==> config.mk <==
export PLATFORM = sky130hd
export DESIGN_NAME = ts_psg_mixer
export DESIGN_NICKNAME = d
export VERILOG_FILES = /design/src/rtl/ts_psg_mixer.sv
export SDC_FILE = /design/constraint.sdc
export NUM_CORES = 1
export LEC_CHECK = 0
export ABC_AREA = 1
export CAP_MARGIN = 10
export CORE_ASPECT_RATIO = 0.7
export CORE_MARGIN = 3
export CORE_UTILIZATION = 34
export DETAILED_ROUTE_END_ITERATION = 10
export SETUP_SLACK_MARGIN = 0.4
export SLEW_MARGIN = 20
export SYNTH_ARGS = -nofsm -noshare
export SYNTH_HDL_FRONTEND = slang
export SYNTH_SLANG_ARGS = --single-unit
==> constraint.sdc <==
create_clock -name clock -period 5.3 [get_ports clock]
set_input_delay 0.795 -clock clock [delete_from_list [all_inputs] [get_ports clock]]
set_output_delay 0.795 -clock clock [all_outputs]
set_load 0.02 [all_outputs]
==> src/rtl/ts_psg_mixer.sv <==
// ts_psg_mixer: stereo mixer for CHANNELS AY PSGs plus the FE beeper.
// Optional macro TS_PSG_MIXER_DCBLOCK_EN adds a per-side DC blocker (signed out).
module ts_psg_mixer #(
  parameter int CHANNELS = 2,
  parameter int DW       = 12,
  parameter int OW       = 16,
  localparam int SW      = (CHANNELS > 1) ? $clog2(CHANNELS) : 1
) (
  input  logic                   clock,
  input  logic                   reset,
  input  logic                   ce,
  input  logic [1:0]             mode,
  input  logic                   selWr,
  input  logic [7:0]             d,
  output logic [SW-1:0]          sel,
  input  logic [1:0]             beep,
  input  logic [CHANNELS*DW-1:0] psgA,
  input  logic [CHANNELS*DW-1:0] psgB,
  input  logic [CHANNELS*DW-1:0] psgC,
  output logic [OW-1:0]          left,
  output logic [OW-1:0]          right,
  output logic                   valid
);

  typedef enum logic [1:0] {
    IDLE,
    ACC,
    DONE
  } state_t;

  localparam logic [SW-1:0] KLAST = SW'(CHANNELS - 1);

  state_t        state, state_n;
  logic [SW-1:0] k;
  logic          pending;
  logic [1:0]    mode_q;
  logic [OW:0]   accl, accr, accl_n, accr_n;
  logic [OW+1:0] suml, sumr;
  logic [11:0]   blvl;
  logic [DW+1:0] a, b, c, tl, tr;
  logic [OW-1:0] satl, satr;
  logic          start;

  assign start = (state == IDLE) && (ce || pending);

  always_comb begin
    state_n = state;
    unique case (state)
      IDLE:    if (ce || pending) state_n = ACC;
      ACC:     if (k == KLAST) state_n = DONE;
      DONE:    state_n = IDLE;
      default: state_n = IDLE;
    endcase
  end

  always_comb begin
    blvl = 12'd0;
    unique case (beep)
      2'd3:    blvl = 12'd4095;
      2'd2:    blvl = 12'd3874;
      2'd1:    blvl = 12'd775;
      default: blvl = 12'd0;
    endcase
  end

  always_comb begin
    a  = (DW+2)'(psgA[int'(k)*DW +: DW]);
    b  = (DW+2)'(psgB[int'(k)*DW +: DW]);
    c  = (DW+2)'(psgC[int'(k)*DW +: DW]);
    tl = '0;
    tr = '0;
    unique case (mode_q)
      2'd0: begin
        tl = (a << 1) + b;
        tr = (c << 1) + b;
      end
      2'd1: begin
        tl = (a << 1) + c;
        tr = (b << 1) + c;
      end
      default: begin
        tl = a + b + c;
        tr = a + b + c;
      end
    endcase
  end

  // Sums past 2^OW pin at 2^OW so bit OW stays a sticky overflow flag.
  assign suml   = (OW+2)'(accl) + (OW+2)'(tl);
  assign sumr   = (OW+2)'(accr) + (OW+2)'(tr);
  assign accl_n = suml[OW+1] ? {1'b1, {OW{1'b0}}} : suml[OW:0];
  assign accr_n = sumr[OW+1] ? {1'b1, {OW{1'b0}}} : sumr[OW:0];
  assign satl   = accl[OW] ? {OW{1'b1}} : accl[OW-1:0];
  assign satr   = accr[OW] ? {OW{1'b1}} : accr[OW-1:0];

`ifdef TS_PSG_MIXER_DCBLOCK_EN
  localparam logic signed [OW+2:0] SMAX = (OW+3)'((1 << (OW-1)) - 1);
  localparam logic signed [OW+2:0] SMIN = (OW+3)'(-(1 << (OW-1)));

  logic signed [OW+1:0] avgl, avgr, avgl_n, avgr_n;
  logic [OW-1:0]        outl, outr;

  function automatic logic signed [OW+1:0] dc_avg(
    input logic [OW-1:0]        x,
    input logic signed [OW+1:0] avg
  );
    logic signed [OW+2:0] diff;
    diff = $signed({3'b000, x}) - (OW+3)'(avg);
    return avg + (OW+2)'(diff >>> 8);
  endfunction

  function automatic logic [OW-1:0] dc_out(
    input logic [OW-1:0]        x,
    input logic signed [OW+1:0] avg
  );
    logic signed [OW+2:0] o;
    o = $signed({3'b000, x}) - (OW+3)'(avg);
    if (o > SMAX) return {1'b0, {(OW-1){1'b1}}};
    else if (o < SMIN) return {1'b1, {(OW-1){1'b0}}};
    else return o[OW-1:0];
  endfunction

  assign avgl_n = dc_avg(satl, avgl);
  assign avgr_n = dc_avg(satr, avgr);
  assign outl   = dc_out(satl, avgl_n);
  assign outr   = dc_out(satr, avgr_n);

  always_ff @(posedge clock) begin
    if (reset) begin
      avgl <= '0;
      avgr <= '0;
    end else if (state == DONE) begin
      avgl <= avgl_n;
      avgr <= avgr_n;
    end
  end
`else
  logic [OW-1:0] outl, outr;
  assign outl = satl;
  assign outr = satr;
`endif

  always_ff @(posedge clock) begin
    if (reset) begin
      state   <= IDLE;
      sel     <= '0;
      k       <= '0;
      pending <= 1'b0;
      mode_q  <= 2'd0;
      accl    <= '0;
      accr    <= '0;
      left    <= '0;
      right   <= '0;
      valid   <= 1'b0;
    end else begin
      state <= state_n;
      valid <= 1'b0;
      if (selWr && ((~d) < 8'(CHANNELS))) sel <= SW'(~d);
      // Any number of strobes during a sweep queue exactly one more sweep.
      if (ce && state != IDLE) pending <= 1'b1;
      if (start) begin
        accl    <= (OW+1)'(blvl);
        accr    <= (OW+1)'(blvl);
        k       <= '0;
        mode_q  <= mode;
        pending <= 1'b0;
      end
      if (state == ACC) begin
        accl <= accl_n;
        accr <= accr_n;
        k    <= k + 1'b1;
      end
      if (state == DONE) begin
        left  <= outl;
        right <= outr;
        valid <= 1'b1;
      end
    end
  end

endmodule

# [After elaboration in Yosys (flattened, before gate mapping)]
# Cells that the tools add are included.
[word_totals] n_memories=0 register_bits=74 inputBits=88 elab_cells=59 romBits=0 output_inout_bits=34 latch_bits=0 mem_bits_rw=0
[op_classes] mux=16 addsub=9 n_div=0 n_mul=1 bitwise=1 n_reduce_logical=10 eq_ne=8 order_cmp=1 n_shift=3
[ops] op="17-bit two-way mux" count=5
[ops] op="13-bit by 12-bit adder with 14-bit output" count=5
[ops] op="24-bit by 32-bit variable part select with 12-bit output" count=2
[ops] op="14-bit case mux with 2 select lines" count=2
[ops] op="17-bit by 14-bit adder with 18-bit output" count=2
[ops] op="12-bit case mux with 3 select lines" count=1
[ops] op="16-bit two-way mux" count=2
[ops] op="24-bit by 6-bit variable part select with 12-bit output" count=1
[ops] op="12-bit by 12-bit adder with 13-bit output" count=1
[ops] op="8-bit by 2-bit less-than comparator with 1-bit output, second input constant" count=1
[ops] op="8-bit NOT" count=1
[ops] op="2-bit by 1-bit equality test with 1-bit output, second input constant" count=3
[ops] op="2-bit equality test, second input constant" count=3
[ops] op="2-bit zero test" count=2
[ops] op="2-bit two-way mux" count=2
[ops] op="2-bit case mux with 2 select lines" count=1
[ops] op="2-bit nonzero test" count=2
[ops] op="1-bit logical AND" count=3
[ops] op="1-bit by 2-bit multiplier with 3-bit output, second input constant" count=1
[ops] op="1-bit two-way mux" count=3
[ops] op="2-bit by 1-bit != test with 1-bit output, second input constant" count=1
[ops] op="2-bit != test, second input constant" count=1
[ops] op="2-bit AND reduction" count=1
[ops] op="2-bit OR reduction" count=1
[ops] op="other kinds (2)" count=2

# [Longest topological paths before layout]
# Gate-level depths: netlist (run 1).
[logic_depth] ltp_word=8 depth_mapped=33 mapped_depth_nobuf=31

# [Worst setup path after synthesis (run 1)]
# Ideal clock, no wire load.
[synth_timing] path_kind="input port to flip-flop" from="input port psgB[13]" to="register accl[13]" path_buffers=0 setup_ns=0.128 path_slack_ns=0.835 t_required_ns=5.172 stages=25 arrival_ns=4.337 cell_sequence="or2_2 -> o21ai_0 -> fa_1 -> inv_1 -> ha_1 -> inv_1 -> fa_1 -> inv_1 -> nand3_1 -> nand2_1 -> a21boi_0 -> o21bai_1 -> o21ai_0 -> nand2_1 -> inv_1 -> ha_1 -> nand2_1 -> nor2_1 -> inv_1 -> nor3_1 -> a21oi_2 -> nand2_1 -> nor2_1 -> nor2_1 -> nor2_1"
[synth_between] elab_chain_cells=7 word_cells_on_any_way=8 classes_between="add/sub: 4; shift: 1; mux: 3"
[synth_lines] item="from (decl)" line_no="18" source="input logic [CHANNELS*DW-1:0] psgB,"
[synth_lines] item="24-bit by 32-bit variable part select with 12-bit output *" line_no="68" source="b = (DW+2)'(psgB[int'(k)*DW +: DW]);"
[synth_lines] item="12-bit by 12-bit adder with 13-bit output" line_no="82" source="tl = a + b + c;"
[synth_lines] item="13-bit by 12-bit adder with 14-bit output" line_no="82"
[synth_lines] item="14-bit case mux with 2 select lines *" line_no="72" source="unique case (mode_q)"
[synth_lines] item="17-bit by 14-bit adder with 18-bit output *" line_no="89" source="assign suml = (OW+2)'(accl) + (OW+2)'(tl);"
[synth_lines] item="17-bit two-way mux *" line_no="91" source="assign accl_n = suml[OW+1] ? {1'b1, {OW{1'b0}}} : suml[OW:0];"
[synth_lines] item="17-bit two-way mux *" line_no="168" source="if (state == ACC) begin"
[synth_lines] item="to (signal assigned)" line_no="162" source="accl <= (OW+1)'(blvl);"
[synth_lines] item="to (signal assigned)" line_no="169" source="accl <= accl_n;"
[synth_lines] item="to (decl)" line_no="37" source="logic [OW:0] accl, accr, accl_n, accr_n;"
# Mark *: on every way between the ends. The rest lies on a longest branch, timed or not.
# A chain may end at the register's enable or synchronous reset.

# [Final worst setup path (run 1)]
[layout_timing] from="input port psgB[15]" to="register accl[9]"
# Same word-level chain as after synthesis.

==> summary.txt, run 1 <==
Final layout
  – # fillers: 2423
  – Most frequent cells in the layout: 373 x nand2_1, 152 x inv_1, 121 x clkdlybuf4s50_1, 112 x a21oi_1, 107 x o21ai_0
  – Synthesis-to-finish area growth: 33.6%
  – Share of cells above drive strength 1: 0.139
  – Nets: 1684
  – Most common cell after layout, fill and taps aside: nand2_1
  – Antenna diodes: 0

Clocking
  – CTS tree: built
  – Deepest level of the CTS H-tree: 3
  – Worst skew pair latency: around 340 ps
  – Clk pin slew, worst setup/hold paths: 60 ps
  – Clock Sinks: 74
  – Total CTS buffers: 9
  – Hold-fix buffers at CTS: 0
  – Clock buffer depth: 2
  – Root Driver: clkbuf_16

Timing
  – Fin. max-slew vios: 0
  – WHS: 459 ps
  – Final min period: 4750 ps
  – Clk_skew: 10.1 ps
  – Tightest Pin Transition: 974 ps
  – Crit share post-route: 0.897
  – Final Setup Violations: 0
  – Hold Fails Final Rpt: 0
  – Sum Neg Setup Slack: 0 ps
  – RSZ-0062 raised after global routing: yes
  – Peak Freq: 210 MHz
  – Slew headroom: 0.350

Synthesis
  – Post-synth EDFFs: 0
  – Synth Instances: 1323
  – Post-Syn Nets: 1503
  – Ys async rst share: 0
  – Sequential area share after synthesis: 0.184
  – Yosys warns: 0
  – Synth Area per Inst: 6.09 um2
  – Synthesis-stage register bit count: 74
  – Post-synthesis cell type count: 43
  – Post-Synthesis Cell Area: 8060 um2
  – Top FF cell, synth: dfxtp_1

Power and ir drop
  – Total Power: 4.26 mW
  – Power Density: between 300 and 400 nW/um2
  – Worst vdd ir: 0.192 mV
  – Leakage: 5.04 nW

GRT
  – Largest net degree at the start of global routing: 42
  – First-pass GRT wire length: 44500 um
  – GRT Overall Usage: 0.217
  – Vias in the first global route: 8467
  – GRT overflow: 0
  – Initial antenna violation count: 0

Run status
  – Status: finished clean

Worst hold path
  – Min-Delay Path Class: reg -> reg

Critical path
  – Worst EP required: approximately 5600 ps
  – Crit end category: register
  – Critical Setup Path Class: in -> reg
  – CP arrival: 5010 ps
  – Setup crit start kind: input port
  – Peak fanout along the critical path: 5

Die
  – Chip Width: 190 um
  – IO Pins: roughly 120
  – Die Span Y: 135 um
  – Core ar.: roughly 23000 um2
  – Die ar.: between 20000 and 30000 um2
  – Initial Util: 0.351
  – Row cnt: 46

Drt
  – Final wirelength: around 29000 um
  – Post-DRT Antenna Nets: 0
  – Detailed-route via count: between 9k and 10k
  – Top Layer Used: met4
  – Drt first pass iters: 5
  – Routed wl met3: 1900 um
  – Initial DRC count: 675
  – Vias/cell: a little over 5
  – DRC violations left: 0
  – M1 WL: 14700 um
  – Avg WL per Cell: 15.8 um
  – Met2 WL: 11900 um

Placement
  – I/O Buffers: 121
  – RD Place Congestion: between 0.9 and 1
  – HPWL after DPL: 23700 um

Job
  – Max cap viols: 0
metrics by stage:
stage | instances | util | worst slack, ps | area (um2)
final | 1821 | 0.469 | 548 | 10800
after global routing | 1821 | 0.469 | 347 | 10800
after CTS | 1808 | 0.451 | 403 | 10400
after detailed placement | 1791 | 0.437 | -247 | 10000
after global placement | 1791 | 0.437 | -142 | 10000
after floorplan | 1323 | - | 835 | 8060
layout make-up:
type / instances / area, um2 / share of cell area
Sequential cell: 74 / 1480 / 0.138
Tap cell: 312 / 390 / 0.0362
Multi-Input combinational cell: 1053 / 6120 / 0.569
Timing Repair Buffer: 202 / 1860 / 0.173
Clock inverter: 5 / 53.8 / 0.00499
Inverter: 164 / 617 / 0.0573
Clock buffer: 11 / 243 / 0.0225
registers in the layout (all words and copies together) (netlist names):
| name | flops |
|---|---|
| k | 1 |
| pending | 1 |
| accl | 17 |
| right | 16 |
| left | 16 |
| mode_q | 2 |
| sel | 1 |
| valid | 1 |
| accr | 17 |
| state | 2 |
report_power, final:
| group | leakage [nW] | switching, mW | internal [mW] | total, mW |
|---|---|---|---|---|
| registers | 0.604 | 0.0495 | 0.604 | 0.654 |
| clock network | 0.149 | 0.235 | 0.376 | 0.611 |
| logic | 4.29 | 1.78 | 1.22 | 3.00 |
critical path: stages:
cell	delay, ps
clkdlybuf4s50_1	410
or2_2	310
o21ai_2	70
inv_1	90
fa_1	590
ha_4	220
buf_4	150
nand2_2	90
nor3_2	40
nor2_1	170
o21ai_2	90
or2_2	290
nand2_1	150
nand2_1	70
inv_1	60
ha_1	290
nand2_2	130
inv_1	60
a21oi_2	190
nand3_2	130
nand2_1	100
nand3_2	130
nor2_4	180
nand2_1	70
a21oi_1	130
synth_stat cells (10+ instances only):
| library cell | count | area, um2 |
|---|---|---|
| dfxtp_1 | 74 | 1480 |
| clkbuf_1 | 22 | 82.6 |
| nand2_1 | 380 | 1430 |
| nor2_1 | 107 | 402 |
| ha_1 | 74 | 926 |
| o21ai_0 | 131 | 656 |
| nand3_1 | 71 | 355 |
| nor3_1 | 10 | 50.1 |
| a31oi_1 | 13 | 81.3 |
| a21oi_1 | 121 | 606 |
| inv_1 | 156 | 586 |
| or2_2 | 21 | 131 |
| fa_1 | 18 | 360 |
| xor2_1 | 14 | 123 |
| nand4_1 | 15 | 93.8 |
layer usage:
layer  track usage  vias to the layer above
met1         0.336                     4212
met2         0.326                      261
met4        0.0230                        0
met5             0                        -
li1              -                     4720
met3        0.0343                       16
final timing paths:
check / to / slack (ps) / cells after the start / from
hold / removal: left[0] / 460 / 2 / left[0]
hold reg to reg: left[0] / 460 / 2 / left[0]
setup / recovery: accl[9] / 550 / 25 / psgB[15]
setup reg to reg: accl[9] / 710 / 24 / k
kinds of logic after synthesis:
| logic type | share of synthesized area |
|---|---|
| AND/OR/NAND/NOR | 0.337 |
| AO/OA/AOI/OAI | 0.201 |
| buffers and inverters | 0.0947 |
| adder cells (fa/ha/maj) | 0.160 |
| flip-flops | 0.184 |
| XOR/XNOR | 0.0239 |
repair_timing:
item                       in CTS  in global routing
pin swaps                       2                 20
setup buffers                   0                 12
resized for setup              11                 81
setup endpoints to repair      34                 34
gates cloned                    1                  1
Power figures use the tool's default switching activity.
==> inputs of run 2 (changes only) <==
--- a/config.mk
+++ b/config.mk
@@ -12,7 +12,8 @@
 export CORE_UTILIZATION = 34
 export DETAILED_ROUTE_END_ITERATION = 10
 export SETUP_SLACK_MARGIN = 0.4
-export SLEW_MARGIN = 20
+export SLEW_MARGIN = 30
 export SYNTH_ARGS = -nofsm -noshare
 export SYNTH_HDL_FRONTEND = slang
 export SYNTH_SLANG_ARGS = --single-unit
+export TNS_END_PERCENT = 1
==> run 2 against run 1 <==
  * Register-to-register slack about the same
  * Highest routed layer unchanged
  * Power decreased by 0.21%
  * First-iteration DRC count decreased by 1.3%
  * Critical path depth stayed put
  * Largest power group unchanged
  * Combinational power about the same
  * Die area unchanged
  * Sequential cell count stayed put
==> summary.txt, run 2 (synthesis results as in run 1) <==
Clocking
  – Hold-fix buffers at CTS: 0 (unchanged)
  – Worst skew pair latency: 340 ps (about the same)
  – Deepest level of the CTS H-tree: 3 (unchanged)
  – Total CTS buffers: 9 (unchanged)
  – CTS tree: built
  – Clk pin slew, worst setup/hold paths: 60 ps (about the same)
  – Clock Sinks: 74 (unchanged)
  – Root Driver: clkbuf_16
  – Clock buffer depth: 2 (unchanged)

Worst hold path
  – Min-Delay Path Class: reg -> reg
  – Hold_sp: left[0]
  – Hold depth: 2 (unchanged)
  – Hold Path End: left[0]

Final layout
  – Area occupied by multi-input gates: 6110 um2 (-0.16%)
  – Most frequent cells in the layout: 373 x nand2_1, 151 x inv_1, 121 x clkdlybuf4s50_1, 112 x a21oi_1, 107 x o21ai_0
  – Top flop regs: accl x17, accr x17
  – Most common cell after layout, fill and taps aside: nand2_1
  – Synthesis-to-finish area growth: 33.5% (about the same)
  – Storage element area: 1480 um2 (unchanged)
  – Share of cells above drive strength 1: 0.139 (unchanged)
  – Antenna diodes: 0 (unchanged)
  – # fillers: 2418 (-0.21%)
  – Nets: 1684 (unchanged)

Critical path
  – Delay of the slowest cell on the worst path: 590 ps (about the same)
  – Peak fanout along the critical path: 5 (unchanged)
  – FF-to-FF End: accl[9]
  – CP arrival: 5000 ps (about the same)
  – R2R setup slack: 710 ps (about the same)
  – Worst EP required: 5560 ps (about the same)
  – R2R depth: 24 (unchanged)
  – Most frequent CP cell: nand2_1
  – Setup crit start kind: input port
  – Reg2reg start: k
  – Crit end category: register
  – Critical Setup Path Class: in -> reg
  – Critical path's slowest cell: fa_1

Power and ir drop
  – NetSw: 2.06 mW (-0.15%)
  – Total Power: 4.25 mW (-0.21%)
  – Power Density: 395 nW/um2 (-0.12%)
  – Clock Power Share: 0.144 (about the same)
  – Reg power frac: 0.154 (about the same)
  – Sw Ratio: 0.484 (about the same)
  – Worst vdd ir: 0.193 mV (+0.24%)
  – Internal: 2.20 mW (-0.26%)
  – Combinational share of power: 0.703 (about the same)
  – Leakage: 5.03 nW (-0.10%)

Drt
  – Final wirelength: 28800 um (+0.22%)
  – Initial DRC count: 666 (-1.3%)
  – DRC violations left: 0 (unchanged)
  – Avg WL per Cell: 15.8 um (+0.22%)
  – Drt first pass iters: 7 (+2)
  – Vias/cell: 5.08 (+0.39%)
  – Post-DRT Antenna Nets: 0 (unchanged)
  – Detailed-route via count: 9245 (+0.39%)

GRT
  – GR met2 Demand/Resource: 0.326 (unchanged)
  – Initial antenna violation count: 0 (unchanged)
  – Vias in the first global route: 8467 (unchanged)
  – GRT Overall Usage: 0.217 (unchanged)
  – Met1 GRT Util: 0.336 (unchanged)
  – GRT overflow: 0 (unchanged)
  – GRT busiest layer: met1
  – GR met3 Demand/Resource: 0.0343 (unchanged)
  – First-pass GRT wire length: 44500 um (unchanged)
  – Largest net degree at the start of global routing: 42 (unchanged)

Placement
  – I/O Buffers: 121 (unchanged)
  – RD Place Congestion: 0.926 (unchanged)
  – HPWL after DPL: 23700 um (unchanged)

Die
  – IO Pins: 122 (unchanged)
  – Die Span Y: 135 um (unchanged)
  – Core ar.: 23000 um2 (unchanged)
  – Initial Util: 0.351 (unchanged)
  – Chip Width: 190 um (unchanged)
  – Row cnt: 46 (unchanged)
  – Die ar.: 25600 um2 (unchanged)

Timing
  – Clk_skew: 9.68 ps (-0.462 ps)
  – Hold Fails Final Rpt: 0 (unchanged)
  – Fin. max-slew vios: 0 (unchanged)
  – RSZ-0062 raised after global routing: yes
  – Crit share post-route: 0.894 (-0.00220)
  – Final min period: 4740 ps (-11.7 ps)
  – Tightest Pin Transition: 919 ps (-54.8 ps)
  – WHS: 459 ps (+0.0530 ps)
  – Peak Freq: 211 MHz (+0.25%)
  – Final Setup Violations: 0 (unchanged)
  – Slew headroom: 0.384 (+0.0334)

Job
  – Max cap viols: 0 (unchanged)

Run status
  – Status: finished clean
==> run 2: cell count changes in the layout (fill, tap and decap cells not counted), sizes merged <==
| cell | previous run | this run |
|---|---|---|
| clkinv | 7 | 8 |
| inv | 161 | 160 |
==> run 2: worst max path at each step <==
stage / from / to / slack (ps)
after floorplan: psgB[13] / accl[13] / 840
after detailed placement: psgB[16] / accl[8] / -250
after global routing: psgB[17] / accr[5] / 350
final: psgB[15] / accl[9] / 560
after global placement: psgB[18] / accl[8] / -140
after CTS: psgA[13] / accl[9] / 400
==> run 2: cell type report <==
cell class | count | area share
multi-input cells | 1053 | 0.568
repair buffers | 202 | 0.173
flip-flops and latches | 74 | 0.138
inverters | 164 | 0.0573
well taps | 312 | 0.0363
clock buffers | 11 | 0.0226
clock inverters | 5 | 0.00500
==> run 2: repair_timing <==
item | CTS | global route
pin swaps | 2 | 20
setup endpoints to repair | 34 | 34
cloned | 1 | 1
setup buffers | 0 | 12
gates resized for setup | 11 | 80
==> run 2: critical path, delay by kind of cell <==
family          cells  cell delay, ps
simple gates       13            1850
fa+ha+maj           3            1090
buf+inv             5             760
compound gates      4             480
==> run 2: layer usage <==
layer | routed length, um | share of wire
met1 | 14800 | 0.51
met2 | 12000 | 0.42
met3 | 1800 | 0.062
met4 | 197 | 0.0069
met5 | 0 | 0
==> run 2: stage by stage <==
step,setup TNS (ps),utilization,std cells,setup slack (ps),cell area (um2)
detailed placement,-4940,0.437,1791,-247,10000
floorplan,0,-,1323,835,8060
finish,0,0.469,1821,560,10800
global placement,-1870,0.437,1791,-142,10000
CTS,0,0.451,1808,403,10400
global route,0,0.469,1821,348,10800
==> run 2: power groups by stage <==
stage	clock (mW)	sequential (mW)	combinational [mW]
after floorplan	0	0.645	1.81
after global placement	0	0.666	2.69
after detailed placement	0	0.666	2.69
after CTS	0.617	0.654	2.71
after global routing	0.643	0.659	3.34
final	0.611	0.653	2.99
==> inputs of run 3 (changes only) <==
--- a/config.mk
+++ b/config.mk
@@ -11,6 +11,7 @@
 export CORE_MARGIN = 3
 export CORE_UTILIZATION = 34
 export DETAILED_ROUTE_END_ITERATION = 10
+export DONT_BUFFER_PORTS = 1
 export SETUP_SLACK_MARGIN = 0.4
 export SLEW_MARGIN = 30
 export SYNTH_ARGS = -nofsm -noshare
==> run 3 against run 2 <==
  * Utilization shrank 8.1 points
  * Largest cell class unchanged
  * Sequential cell count is the same
  * Maximum frequency grew 2.5%
  * Cell count shrank 10%
  * Power shrank 10%
  * Register-to-register slack lost 30 ps
  * Critical path type is now reg -> reg
  * Worst setup slack gained 120 ps
  * First-iteration DRC count shrank 0.60%
  * Final area shrank 17%
  * Largest power group unchanged
==> summary.txt, run 3 (synthesis results as in run 1) <==
Run status
  – Status: finished clean

GRT
  – GRT Overall Usage: 0.210 (-0.00668)
  – First-pass GRT wire length: 43300 um (-2.6%)
  – Initial antenna violation count: 1 (+1)
  – GRT overflow: 0 (unchanged)
  – Largest net degree at the start of global routing: 42 (unchanged)
  – Vias in the first global route: 8145 (-3.8%)

Drt
  – Avg WL per Cell: 16.7 um (+5.5%)
  – Vias/cell: 5.35 (+5.5%)
  – Final wirelength: 27300 um (-5.1%)
  – DRC violations left: 0 (unchanged)
  – Detailed-route via count: 8771 (-5.1%)
  – Drt first pass iters: 6 (-1)
  – Post-DRT Antenna Nets: 0 (unchanged)
  – Initial DRC count: 662 (-0.60%)

Power and ir drop
  – Power Density: 428 nW/um2 (+8.3%)
  – Worst vdd ir: 0.164 mV (-15%)
  – Total Power: 3.81 mW (-10%)
  – Leakage: 4.24 nW (-16%)

Die
  – Row cnt: 46 (unchanged)
  – IO Pins: 122 (unchanged)
  – Core ar.: 23000 um2 (unchanged)
  – Die Span Y: 135 um (unchanged)
  – Initial Util: 0.351 (unchanged)
  – Die ar.: 25600 um2 (unchanged)
  – Chip Width: 190 um (unchanged)

Timing
  – Final Setup Violations: 0 (unchanged)
  – Final min period: 4620 ps (-118 ps)
  – Slew headroom: 0.382 (-0.00215)
  – Clk_skew: 5.67 ps (-4.01 ps)
  – RSZ-0062 raised after global routing: no
  – Peak Freq: 216 MHz (+2.5%)
  – Fin. max-slew vios: 0 (unchanged)
  – Crit share post-route: 0.872 (-0.0222)
  – Tightest Pin Transition: 927 ps (+7.88 ps)
  – Hold Fails Final Rpt: 0 (unchanged)
  – Sum Neg Setup Slack: 0 ps (unchanged)
  – WHS: 504 ps (+45.0 ps)

Clocking
  – Worst skew pair latency: 340 ps (about the same)
  – Clock Sinks: 74 (unchanged)
  – Clk pin slew, worst setup/hold paths: 60 ps (about the same)
  – Total CTS buffers: 9 (unchanged)
  – Root Driver: clkbuf_16
  – CTS tree: built
  – Deepest level of the CTS H-tree: 3 (unchanged)
  – Hold-fix buffers at CTS: 0 (unchanged)
  – Clock buffer depth: 2 (unchanged)

Final layout
  – Most frequent cells in the layout: 377 x nand2_1, 153 x inv_1, 119 x o21ai_0, 115 x a21oi_1, 104 x nor2_1
  – Fin area: 8910 um2 (-17%)
  – Synthesis-to-finish area growth: 10.5%
  – Share of cells above drive strength 1: 0.0906 (-0.0479)
  – Nets: 1500 (-11%)
  – Top flop regs: accl x17, accr x17
  – Layout Cells excl Fill: 1638 (-10%)
  – # fillers: 2488 (+2.9%)
  – Most common cell after layout, fill and taps aside: nand2_1

Critical path
  – CP arrival: 4900 ps (-100 ps)
  – Crit end category: register
  – Peak fanout along the critical path: 25 (+20)
  – Critical Setup Path Class: reg -> reg
  – Setup crit start kind: register
  – Worst EP required: 5580 ps (+20 ps)

Placement
  – HPWL after DPL: 22500 um (-5.2%)
  – RD Place Congestion: 0.993 (+7.3%)
  – I/O Buffers: 0 (-100%)
  – Placed inst area: 8390 um2 (-16%)
  – Placed cells: 1612 (-10%)

Job
  – Max cap viols: 0 (unchanged)

Worst hold path
  – Min-Delay Path Class: reg -> reg
## run 3: cell types whose count changed in the layout (fill, tap and decap cells not counted), moves of 3 or more
cell / delta
nand2_2: -4
clkdlybuf4s50_1: -121
nand2_1: +4
o21ai_0: +12
o21ai_1: -7
ha_1: +6
buf_4: -62
o21ai_2: -6
ha_4: -6
a21oi_1: +3
## run 3: area by class of cell
class / instances / area (um2) / area share
Multi-Input combinational cell: 1053 / 5950 / 0.668
Sequential cell: 74 / 1480 / 0.166
Inverter: 164 / 622 / 0.0698
Tap cell: 312 / 390 / 0.0438
Clock buffer: 9 / 225 / 0.0253
Timing Repair Buffer: 18 / 160 / 0.0180
Clock inverter: 7 / 77.6 / 0.00871
Antenna cell: 1 / 2.50 / 0.000281
## run 3: final timing paths
check                           startpoint  endpoint  slack [ps]  cells after the start
worst min-delay path              accr[13]  accr[13]         500                      2
worst max-delay path                     k  accl[11]         680                     25
worst max register to register           k  accl[11]         680                     25
worst min register to register    accr[13]  accr[13]         500                      2
## run 3: critical path, stage by stage (launching register included)
cell and delay [ps]:
dfxtp_2 400, inv_6 100, or2_2 270, o21ai_0 140, inv_1 190, fa_1 490
ha_1 350, inv_1 90, o21ai_0 280, nand3_1 110, and2_1 170, nand3_1 80
a21oi_1 60, o21ai_1 210, nand2_1 160, inv_1 100, ha_1 280, a21oi_1 230
nand2_1 110, nand2_1 100, nand2_1 70, a21oi_2 150, nand2_1 130, nor2_1 140
nor2_1 50, nor2_1 70
## run 3: repair_timing
item	CTS	global route
pin swaps	2	6
gates resized for setup	7	44
cloned	1	0
endpoints found under the setup margin	34	34
buffers inserted	3	5
hold endpoints to repair	0	0
## run 3: power breakdown
group | switching (mW) | internal, mW | total (mW)
sequential | 0.0575 | 0.604 | 0.662
clock | 0.257 | 0.368 | 0.624
combinational | 1.65 | 0.875 | 2.53
total | 1.97 | 1.85 | 3.81
## run 3: stage by stage
step | utilization | worst slack, ps
2_1_floorplan | - | 835
3_3_place_gp | 0.366 | -86.2
3_5_place_dp | 0.366 | -56.2
4_1_cts | 0.381 | 378
5_1_grt | 0.388 | 399
6_report | 0.388 | 678
## run 3: per-layer routing
layer	vias up	global-route usage	wire length (um)
met5	-	0	0
met4	0	0.0562	558
met3	35	0.0236	1680
met2	300	0.318	11500
met1	4081	0.316	13500
li1	4355	-	-
